===== src/rtl/rs_enc_noc_tap.sv =====
// rs_enc_noc_tap: passive tap on the RS encoder NoC output that counts delivered payload bytes and completed requests.
// Optional build macro RS_ENC_TAP_LEN_CHECK_EN adds a sticky oversize-payload error flag.
`default_nettype none

`ifndef NOC_DATA_BYTES
`define NOC_DATA_BYTES 64
`endif
`ifndef NOC_DATA_BYTES_W
`define NOC_DATA_BYTES_W 6
`endif
`ifndef NOC_DATA_WIDTH
`define NOC_DATA_WIDTH 512
`endif

module rs_enc_noc_tap #(
    parameter int NUM_BYTES_W       = `NOC_DATA_BYTES_W,
    parameter int MSG_LEN_LSB       = 0,
    parameter int MSG_LEN_W         = 8,
    parameter int PAYLOAD_BYTES_LSB = 16,
    parameter int PAYLOAD_BYTES_W   = 16,
    parameter int MAX_REQ_BYTES     = 9000
) (
    input  logic                       clk,
    input  logic                       rst,
    input  logic                       noc_tap_val,
    input  logic [`NOC_DATA_WIDTH-1:0] noc_tap_data,
    input  logic                       noc_tap_rdy,
    output logic                       rs_enc_incr_bytes_sent,
    output logic [NUM_BYTES_W:0]       rs_enc_num_bytes_sent,
    output logic                       rs_enc_incr_reqs_done
`ifdef RS_ENC_TAP_LEN_CHECK_EN
    ,
    output logic                       rs_enc_tap_err
`endif
);

    localparam logic [PAYLOAD_BYTES_W-1:0] FLIT_BYTES = PAYLOAD_BYTES_W'(`NOC_DATA_BYTES);

    typedef enum logic [0:0] {
        S_HDR  = 1'b0,
        S_BODY = 1'b1
    } state_t;

    state_t                     state_q;
    logic [MSG_LEN_W-1:0]       flits_rem_q;
    logic [PAYLOAD_BYTES_W-1:0] bytes_rem_q;
    logic                       req_bad_q;
    logic                       incr_bytes_q;
    logic [NUM_BYTES_W:0]       num_bytes_q;
    logic                       reqs_done_q;

    logic                       w_fire;
    logic [MSG_LEN_W-1:0]       w_hdr_len;
    logic [PAYLOAD_BYTES_W-1:0] w_hdr_bytes;
    logic [PAYLOAD_BYTES_W-1:0] w_n;
    logic                       w_hdr_bad;
    logic                       w_unused;

    assign w_fire      = noc_tap_val & noc_tap_rdy;
    assign w_hdr_len   = noc_tap_data[MSG_LEN_LSB +: MSG_LEN_W];
    assign w_hdr_bytes = noc_tap_data[PAYLOAD_BYTES_LSB +: PAYLOAD_BYTES_W];
    // n never exceeds bytes_rem, so the subtraction below saturates at zero by construction.
    assign w_n         = (bytes_rem_q < FLIT_BYTES) ? bytes_rem_q : FLIT_BYTES;

`ifdef RS_ENC_TAP_LEN_CHECK_EN
    logic err_q;
    assign w_hdr_bad      = (32'(w_hdr_bytes) > 32'(MAX_REQ_BYTES));
    assign rs_enc_tap_err = err_q;
    assign w_unused       = ^noc_tap_data;

    always_ff @(posedge clk) begin
        if (rst) begin
            err_q <= 1'b0;
        end else if (w_fire && (state_q == S_HDR) && w_hdr_bad) begin
            err_q <= 1'b1;
        end
    end
`else
    assign w_hdr_bad = 1'b0;
    assign w_unused  = ^{noc_tap_data, 32'(MAX_REQ_BYTES)};
`endif

    always_ff @(posedge clk) begin
        if (rst) begin
            state_q      <= S_HDR;
            flits_rem_q  <= '0;
            bytes_rem_q  <= '0;
            req_bad_q    <= 1'b0;
            incr_bytes_q <= 1'b0;
            num_bytes_q  <= '0;
            reqs_done_q  <= 1'b0;
        end else begin
            incr_bytes_q <= 1'b0;
            num_bytes_q  <= '0;
            reqs_done_q  <= 1'b0;
            if (w_fire) begin
                case (state_q)
                    S_HDR: begin
                        flits_rem_q <= w_hdr_len;
                        bytes_rem_q <= w_hdr_bytes;
                        req_bad_q   <= w_hdr_bad;
                        if (w_hdr_len != '0) begin
                            state_q <= S_BODY;
                        end else begin
                            reqs_done_q <= ~w_hdr_bad;
                        end
                    end
                    S_BODY: begin
                        bytes_rem_q <= bytes_rem_q - w_n;
                        flits_rem_q <= flits_rem_q - 1'b1;
                        if ((w_n != '0) && !req_bad_q) begin
                            incr_bytes_q <= 1'b1;
                            num_bytes_q  <= (NUM_BYTES_W+1)'(w_n);
                        end
                        if (flits_rem_q == MSG_LEN_W'(1)) begin
                            reqs_done_q <= ~req_bad_q;
                            state_q     <= S_HDR;
                        end
                    end
                    default: state_q <= S_HDR;
                endcase
            end
        end
    end

    assign rs_enc_incr_bytes_sent = incr_bytes_q;
    assign rs_enc_num_bytes_sent  = num_bytes_q;
    assign rs_enc_incr_reqs_done  = reqs_done_q;

endmodule

`default_nettype wire


===== config.mk =====
export PLATFORM = sky130hd
export DESIGN_NAME = rs_enc_noc_tap
export DESIGN_NICKNAME = d
export VERILOG_FILES = /design/src/rtl/rs_enc_noc_tap.sv
export SDC_FILE = /design/constraint.sdc
export NUM_CORES = 1
export LEC_CHECK = 0
export BUFFER_PORTS_ARGS = -buffer_cell sky130_fd_sc_hd__buf_2
export CORE_AREA = 2 2 202 204
export CTS_BUF_LIST = sky130_fd_sc_hd__clkbuf_8
export DETAILED_ROUTE_END_ITERATION = 8
export DIE_AREA = 0 0 204 206
export HOLD_SLACK_MARGIN = 0.1
export PLACE_DENSITY_LB_ADDON = 0.15
export SYNTH_ARGS = -nofsm -noshare
export SYNTH_HDL_FRONTEND = slang
export SYNTH_SLANG_ARGS = --single-unit

===== constraint.sdc =====
create_clock -name clk -period 7.24 [get_ports clk]
set_input_delay 1.448 -clock clk [delete_from_list [all_inputs] [get_ports clk]]
set_output_delay 1.448 -clock clk [all_outputs]
set_load 0.01 [all_outputs]

[Word level (Yosys, flattened, before mapping)]
Index checks and enable logic that the tools add are counted.
Operators by class
  add/sub/neg operators: 2
  order comparisons: 1
  equality and inequality tests: 1
  multiplexer cells: 10
  bitwise logic cells: 4
  reductions and logical operators: 5
Operator list (number)
  $pmux W16 S2: 1
  $lt A16 B7 Y1 const B: 1
  $mux W16: 1
  $pmux W8 S2: 1
  $reduce_bool A16 Y1: 1
  $sub A16 B16 Y16: 1
  $eq A8 B1 Y1 const B: 1
  $reduce_bool A8 Y1: 1
  $sub A8 B1 Y8 const B: 1
  $mux W1: 5
  $pmux W1 S2: 2
  $reduce_or A4 Y1: 1
  $not A1 Y1: 3
  $reduce_or A3 Y1: 1
  $reduce_or A2 Y1: 1
  $and A1 B1 Y1: 1
Word-level totals
  register bits after elaboration: 34
  input port bits: 516
  output and inout port bits: 9
  logic and storage cells: 29

[Logic depth before layout (Yosys ltp)]
Gate-level depths: netlist (run 1).
  depth after elaboration: 5
  gate-level depth with buffers: 10

[Worst setup path after synthesis (run 1)]
No wires, ideal clock.
  path kind: register to register
  start: register bytes_rem_q[7]
  end: register bytes_rem_q[12]
  setup time: 122 ps
  arrival: 2552 ps
  required time: 7118 ps
  path slack: 4566 ps
  stages on the path, launching flop included: 11
  path buffers: 3
  path through: dfxtp_1 clkbuf_1 nor4_1 and3_1 buf_2 or2b_1 ha_1 or4_4 buf_6 a21o_1 a311o_1
Between the ends
  word-level cells in the longest chain between the ends: 4
Ends and longest elaborated chain
  start, declared: line 46  | logic [PAYLOAD_BYTES_W-1:0] bytes_rem_q;
  start signal, assigned: line 100  | bytes_rem_q <= w_hdr_bytes;
  start signal, assigned: line 109  | bytes_rem_q <= bytes_rem_q - w_n;
  $lt A16 B7 Y1: line 63  | assign w_n = (bytes_rem_q < FLIT_BYTES) ? bytes_rem_q : FLIT_BYTES;
  $mux W16: line 63
  $sub A16 B16 Y16 *: line 109
  $pmux W16 S2 *: line 97  | case (state_q)
Mark *: on every way between the ends. The rest lies on a longest branch, timed or not.
A chain may end at the register's enable or synchronous reset.

[Worst setup path in the final report (run 1)]
  start: register bytes_rem_q[10]
  end: register bytes_rem_q[10]
Same word-level chain as after synthesis.

==> flow_summary.toml, run 1 <==
[run_status]
status = "finished, final reports clean"

[synth]
synth_edf_count = 0
avgSynthCellArea_um2 = 8.09
async_flop_share_pct = 0
synthFlopType = "dfxtp_1"
synth_nets = 749
ys_seq_area_share_pct = 36.6
ys_types = 51
yosys_warnings = 0
syn_inst = 230
syn_area_um2 = 1860
ys_ff_latch = 34

[power]
p_int_mw = 0.336
pwr-share-clk_pct = 36.8
p_per_area_nw_per_um2 = 178
p_seq_share_pct = 42.9
finalPower_mw = 0.491
power_leakage_nw = 0.857
combPwrFrac_pct = 20.3
sw_frac_of_total_pct = 31.5
p_switching_mw = 0.155
vdd_ir_drop_max_mv = 0.0527

[critical_path]
crit_fanout = 11
critPathSlowestCell = "nor4_2"
critPathRequiredTime_ps = 7430
critical_path_class = "reg -> reg"
worstSetupEndpointType = "flip-flop"
critPathMaxStageDelay_ps = 690
path_cells = "nor4_2 > and3_1 > or2b_1 > ha_1 > a31o_2 > a2111oi_1 > a311o_1"
start_kind = "flip-flop"
cp_data_arrival_time_ps = 3070

[final_layout]
regArea_um2 = 681
multi_input_area_um2 = 1090
nets = 777
final.fill_count = 4755
final_area_um2 = 2760
drive_gt1_share_pct = 19.7
diodes = 0
area_growth_pct = 48.2

[place]
place_ws_ps = 4040
place_hpwl_um = 6340
port_buffers = 36
place_area_um2 = 2650
place_congestion = 0.648

[sta]
worst_slack_ps = 4360
fin_crit_ps = 2880
relSlewSlack_pct = 38.8
final.period_utilization_pct = 39.8
timing.fmax_mhz = 347
timing.hold.ws_ps = 500
setup_viol = 0
worst_pin_slew_ps = 916
rsz0062_at_grt = "no"
setup_tns_ps = 0
skew_ps = 5.23
drv_slew = 0
final_hold_viol_count = 0

[drt]
viasPerCell = 2.43
ant_nets = 0
drcViolationCount = 0
drtPass1Iterations = 4
drt_iter0_markers = 83
routed_wl_um = 8440
via_count = 1921
wl_per_cell_um = 10.7

[min_path]
hold_path_class = "reg -> reg"

[grt]
overflow = 0
grtUsageTotal_pct = 4.09
grt_pass1_wl_um = 12600
grt_pass1_vias = 2011
grt_antenna_before_repair = 2
grt_util_met2_pct = 7.11
grt_max_degree = 25
top_usage_layer = "met2"
grt_use_met3_pct = 1.12
grtUsageMet1_pct = 4.79

[run]
cap_violations = 0

[floorplan]
die-width_um = 204
fp-row-count = 74
dieArea_um2 = 42000
core_um2 = 40200
start_util_pct = 4.63
dieHeight_um = 206
io_pins = 525

[cts]
clock_sinks = 34
ctsHoldBuffers = 0
ctsResizeCount = 0
path_clk_slew_ps = 80
cts.htree.levels = 2
clock_path_buffers = 2
cts_tree = "built"
post_cts.repair.setup_buffers = 0
cts_root_buffer = "clkbuf_8"
cts_made_buffers = 5
clk_latency_ps = 300
-- cell families (layout without fill, tap and decap cells) --
group | count (synthesis) | count (layout) | share of synthesized area [%]
AO/OA/AOI/OAI | 76 | 76 | 27.6
adder cells (fa/ha/maj) | 3 | 3 | 2.02
buffers and inverters | 22 | 51 | 4.91
flip-flops | 34 | 34 | 36.6
multiplexers | 3 | 3 | 1.61
other | 1 | 1 | 0.201
AND/OR/NAND/NOR | 91 | 91 | 27.2
-- synthesized netlist by cell type (4+ instances only) --
cell | instances | share of area [%]
nor3_1 | 6 | 1.6
a21oi_1 | 22 | 5.9
nor2_1 | 16 | 3.2
dfxtp_1 | 34 | 37
o21ai_0 | 13 | 3.5
a211oi_1 | 5 | 2.0
nor4_1 | 4 | 1.3
and3_1 | 7 | 2.4
nand2_1 | 22 | 4.4
o221ai_1 | 5 | 2.4
inv_1 | 5 | 1.0
a22oi_1 | 5 | 2.0
nor3b_1 | 4 | 1.6
o211ai_1 | 4 | 1.6
clkbuf_1 | 14 | 2.8
and2_1 | 4 | 1.3
nand3_1 | 5 | 1.3
-- placed cells by master (no fill, tap or decap), drive strengths merged, types with 2 or more instances in the layout --
master,count
o32ai,2
o21ai,13
nor2,16
clkinv,2
a31o,2
inv,5
nor2b,2
nand3,5
or3,4
buf,38
o311ai,2
ha,3
dfxtp,34
nor3b,4
nor3,6
a311o,2
a31oi,3
clkbuf,5
a211oi,5
a21oi,22
and2,5
or4,4
a221oi,2
and3,7
o221ai,5
nand4b,2
mux2i,3
and4b,2
nand4,2
o211ai,4
and3b,2
a2111oi,2
nor4,5
a22oi,5
nand2,22
-- registers in the layout (all words and copies together), names as in the netlist --
| name | flops |
|---|---|
| bytes_rem_q | 16 |
| flits_rem_q | 8 |
| rs_enc_incr_bytes_sent | 1 |
| rs_enc_incr_reqs_done | 1 |
| rs_enc_num_bytes_sent | 7 |
| state_q | 1 |
-- per-layer routing --
metal / wire length (µm) / part of all wire, %
met1: 3730 / 44
met2: 4250 / 50
met3: 288 / 3.4
met4: 139 / 1.6
met5: 28 / 0.33
-- stage by stage --
stage	cells	utilization (%)
2_1_floorplan	230	-
3_3_place_gp	783	6.59
3_5_place_dp	783	6.59
4_1_cts	791	6.87
5_1_grt	791	6.87
6_report	791	6.87
-- power by group through the flow --
stage,Sequential (mW),Clock [mW],Combinational (mW)
finish,0.211,0.181,0.0996
global route,0.213,0.199,0.112
CTS,0.211,0.191,0.102
detailed placement,0.215,0,0.102
global placement,0.216,0,0.102
floorplan,0.208,0,0.0725
-- final timing paths --
check | start | end | slack (ps) | depth (start not counted)
hold reg to reg | flits_rem_q[1]$_SDFFE_PP0P_ | flits_rem_q[1]$_SDFFE_PP0P_ | 500 | 2
setup reg to reg | bytes_rem_q[10]$_SDFFE_PP0P_ | bytes_rem_q[10]$_SDFFE_PP0P_ | 4360 | 7
hold / removal | flits_rem_q[1]$_SDFFE_PP0P_ | flits_rem_q[1]$_SDFFE_PP0P_ | 500 | 2
setup / recovery | bytes_rem_q[10]$_SDFFE_PP0P_ | bytes_rem_q[10]$_SDFFE_PP0P_ | 4360 | 7
-- area by class of cell --
| cell class | instances | area share (%) |
|---|---|---|
| inverter | 5 | 0.680 |
| clock buffer | 5 | 2.49 |
| sequential | 34 | 24.7 |
| tap | 532 | 24.1 |
| timing repair buffer | 38 | 7.07 |
| clock inverter | 3 | 1.45 |
| multi-input combinational | 174 | 39.5 |
-- worst max-delay path: cells and delay by family, from the launching register on --
family | cells | cell delay, ps
flops | 1 | 380
fa+ha+maj | 1 | 340
simple gates | 3 | 1350
compound gates | 3 | 690
Power figures use the tool's default switching activity.
==> run 2, diff against run 1 <==
- ABC_AREA: not set -> 1
- clock period: 7.24 -> 2.4 ns (I/O delays scaled with it)
==> run 2 against run 1 <==
Compared with the run above: final area grew 7.0%; flip-flop and latch count unchanged; worst hold slack worse by 72 ps; register-to-register slack lost 4100 ps; clock skew up 6.7 ps; die area unchanged; wire length rose by 8.9%; sequential share of layout area down 1.6 points; non-clock buffer count increased by 12; area after synthesis increased by 2.9%; cell count increased by 7.7%.
==> flow_summary.toml, run 2 <==
[synth]
syn_inst = 273
ys_seq_area_share_pct = 35.5
synth_nets = 792
ys_types = 41
synth_commonest_cells = "nand2_1 (48), nor2_1 (40), dfxtp_1 (34)"
yosys_warnings = 0
synth_most_common_cell = "nand2_1"
async_flop_share_pct = 0
ys_ff_latch = 34
synth.area.top_cells = "dfxtp_1 (36%), nand2_1 (9.4%), nor2_1 (7.8%)"
synth_edf_count = 0
avgSynthCellArea_um2 = 7.02
synth_top_cell_by_area = "dfxtp_1"
syn_area_um2 = 1920
synthFlopType = "dfxtp_1"
synth_top_area_share_pct = 35.5

[sta]
setup_tns_ps = 0
setup_viol = 0
drv_slew = 0
final.period_utilization_pct = 88.5
final_hold_viol_count = 0
timing.fmax_mhz = 471
skew_ps = 12.0
fin_crit_ps = 2120
rsz0062_at_grt = "no"

[floorplan]
dieArea_um2 = 42000
io_pins = 525
start_util_pct = 4.77
die-width_um = 204
core_um2 = 40200
fp-row-count = 74
dieHeight_um = 206

[final_layout]
nets = 838
final_area_um2 = 2950
final_common_cell = "nand2_1"
utilization_pct = 7.35
drive_gt1_share_pct = 25.9
largest_register = "bytes_rem_q"
area_growth_pct = 54.1
final_cells = 852
layout_common_cells = "nand2_1 (48), nor2_1 (40), buf_2 (36), dfxtp_1 (34), inv_1 (29)"
largest_register_ffs = 16
diodes = 0
final.fill_count = 4802

[cts]
cts_made_buffers = 5
clock_path_buffers = 2
ctsResizeCount = 0
path_clk_slew_ps = 90
clock_sinks = 34
cts_tree = "built"
clk_latency_ps = 320
cts_root_buffer = "clkbuf_8"
ctsHoldBuffers = 0
cts.htree.levels = 2
post_cts.repair.setup_buffers = 0

[min_path]
worstHoldStart = "noc_tap_data[0]"
hold_path_class = "in -> reg"
holdPathEnd = "flits_rem_q[0]$_SDFFE_PP0P_"
hold_depth = 3

[place]
place_hpwl_um = 7300
place.detailed.instances = 844
place_area_um2 = 2810
place_congestion = 0.647
port_buffers = 36

[drt]
ant_nets = 0
drt_iter0_markers = 57
routed_wl_um = 9190
drtPass1Iterations = 4
drcViolationCount = 0
viasPerCell = 2.31
wl_per_cell_um = 10.8
via_count = 1968

[run_status]
status = "finished, final reports clean"

[critical_path]
crit_fanout = 10
r2r-end = "bytes_rem_q[8]$_SDFFE_PP0P_"
critical_path_class = "reg -> reg"
start_kind = "flip-flop"
rrSetupSlack_ps = 280
reg2reg_from = "bytes_rem_q[11]$_SDFFE_PP0P_"
r2r.worst_path.cells = 13
critPathRequiredTime_ps = 2600
cp_data_arrival_time_ps = 2330
worstSetupEndpointType = "flip-flop"

[power]
power_leakage_nw = 1.04
vdd_ir_drop_max_mv = 0.180
finalPower_mw = 1.72
p_per_area_nw_per_um2 = 583

[grt]
grt_pass1_wl_um = 13600
grt_pass1_vias = 2061
grt_antenna_before_repair = 0
grt_max_degree = 18
grtUsageTotal_pct = 4.57
overflow = 0

[run]
cap_violations = 0
## run 2: routing by layer
metal	global-route usage [%]	part of all wire [%]	wire, µm	vias to the layer above
met3	1.02	2.8	256	8
met4	1.32	1.1	104	0
li1	-	-	-	998
met1	6.34	51	4730	932
met5	0	0	0	-
met2	7.03	45	4100	30
## run 2: kinds of logic after synthesis
family                   after synthesis  synth area share [%]
other                                  1                 0.196
adder cells (fa/ha/maj)                3                  1.96
buffers and inverters                 46                  9.60
AO/OA/AOI/OAI                         59                  20.1
XOR/XNOR                               2                 0.915
AND/OR/NAND/NOR                      128                  31.7
flip-flops                            34                  35.5
## run 2: critical path, cell delays in order (launching register included)
cell and delay, ps:
dfxtp_1 360, nor2_1 210, nand2_1 160, nor2_4 130, nand2_2 90, buf_4 200, a21oi_1 250, nand3_2 170
nand2_4 140, nand2_1 60, nand2_1 60, nand3_1 60, nand2_1 80, a21oi_2 50
## run 2: worst max-delay path by stage
| stage | endpoint | from | cells past startpoint |
|---|---|---|---|
| 2_1_floorplan | bytes_rem_q[8]$_SDFFE_PP0P_ | bytes_rem_q[8]$_SDFFE_PP0P_ | 15 |
| 3_3_place_gp | bytes_rem_q[10]$_SDFFE_PP0P_ | bytes_rem_q[11]$_SDFFE_PP0P_ | 13 |
| 3_5_place_dp | bytes_rem_q[10]$_SDFFE_PP0P_ | bytes_rem_q[11]$_SDFFE_PP0P_ | 13 |
| 4_1_cts | bytes_rem_q[8]$_SDFFE_PP0P_ | bytes_rem_q[11]$_SDFFE_PP0P_ | 13 |
| 5_1_grt | bytes_rem_q[8]$_SDFFE_PP0P_ | bytes_rem_q[11]$_SDFFE_PP0P_ | 12 |
| 6_report | bytes_rem_q[8]$_SDFFE_PP0P_ | bytes_rem_q[11]$_SDFFE_PP0P_ | 13 |
## run 2: area by class of cell
type                            count  area, µm²  share of cell area (%)
Multi-Input combinational cell    193       1050                    35.6
Clock buffer                        5       68.8                    2.33
Sequential cell                    34        681                    23.1
Tap cell                          532        666                    22.6
Timing Repair Buffer               50        285                    9.67
Clock inverter                      3       68.8                    2.33
Inverter                           35        131                    4.45
## run 2: power by group
group          internal [mW]  total, mW  leakage, nW  switching (mW)
combinational          0.142      0.400        0.698           0.258
clock                  0.417      0.702       0.0683           0.285
sequential             0.591      0.618        0.277          0.0274
total                   1.15       1.72         1.04           0.571
## run 2: through the flow
step,setup WS [ps],hold slack [ps]
finish,277,428
global placement,261,468
floorplan,549,431
CTS,252,423
global route,72.7,442
detailed placement,267,465
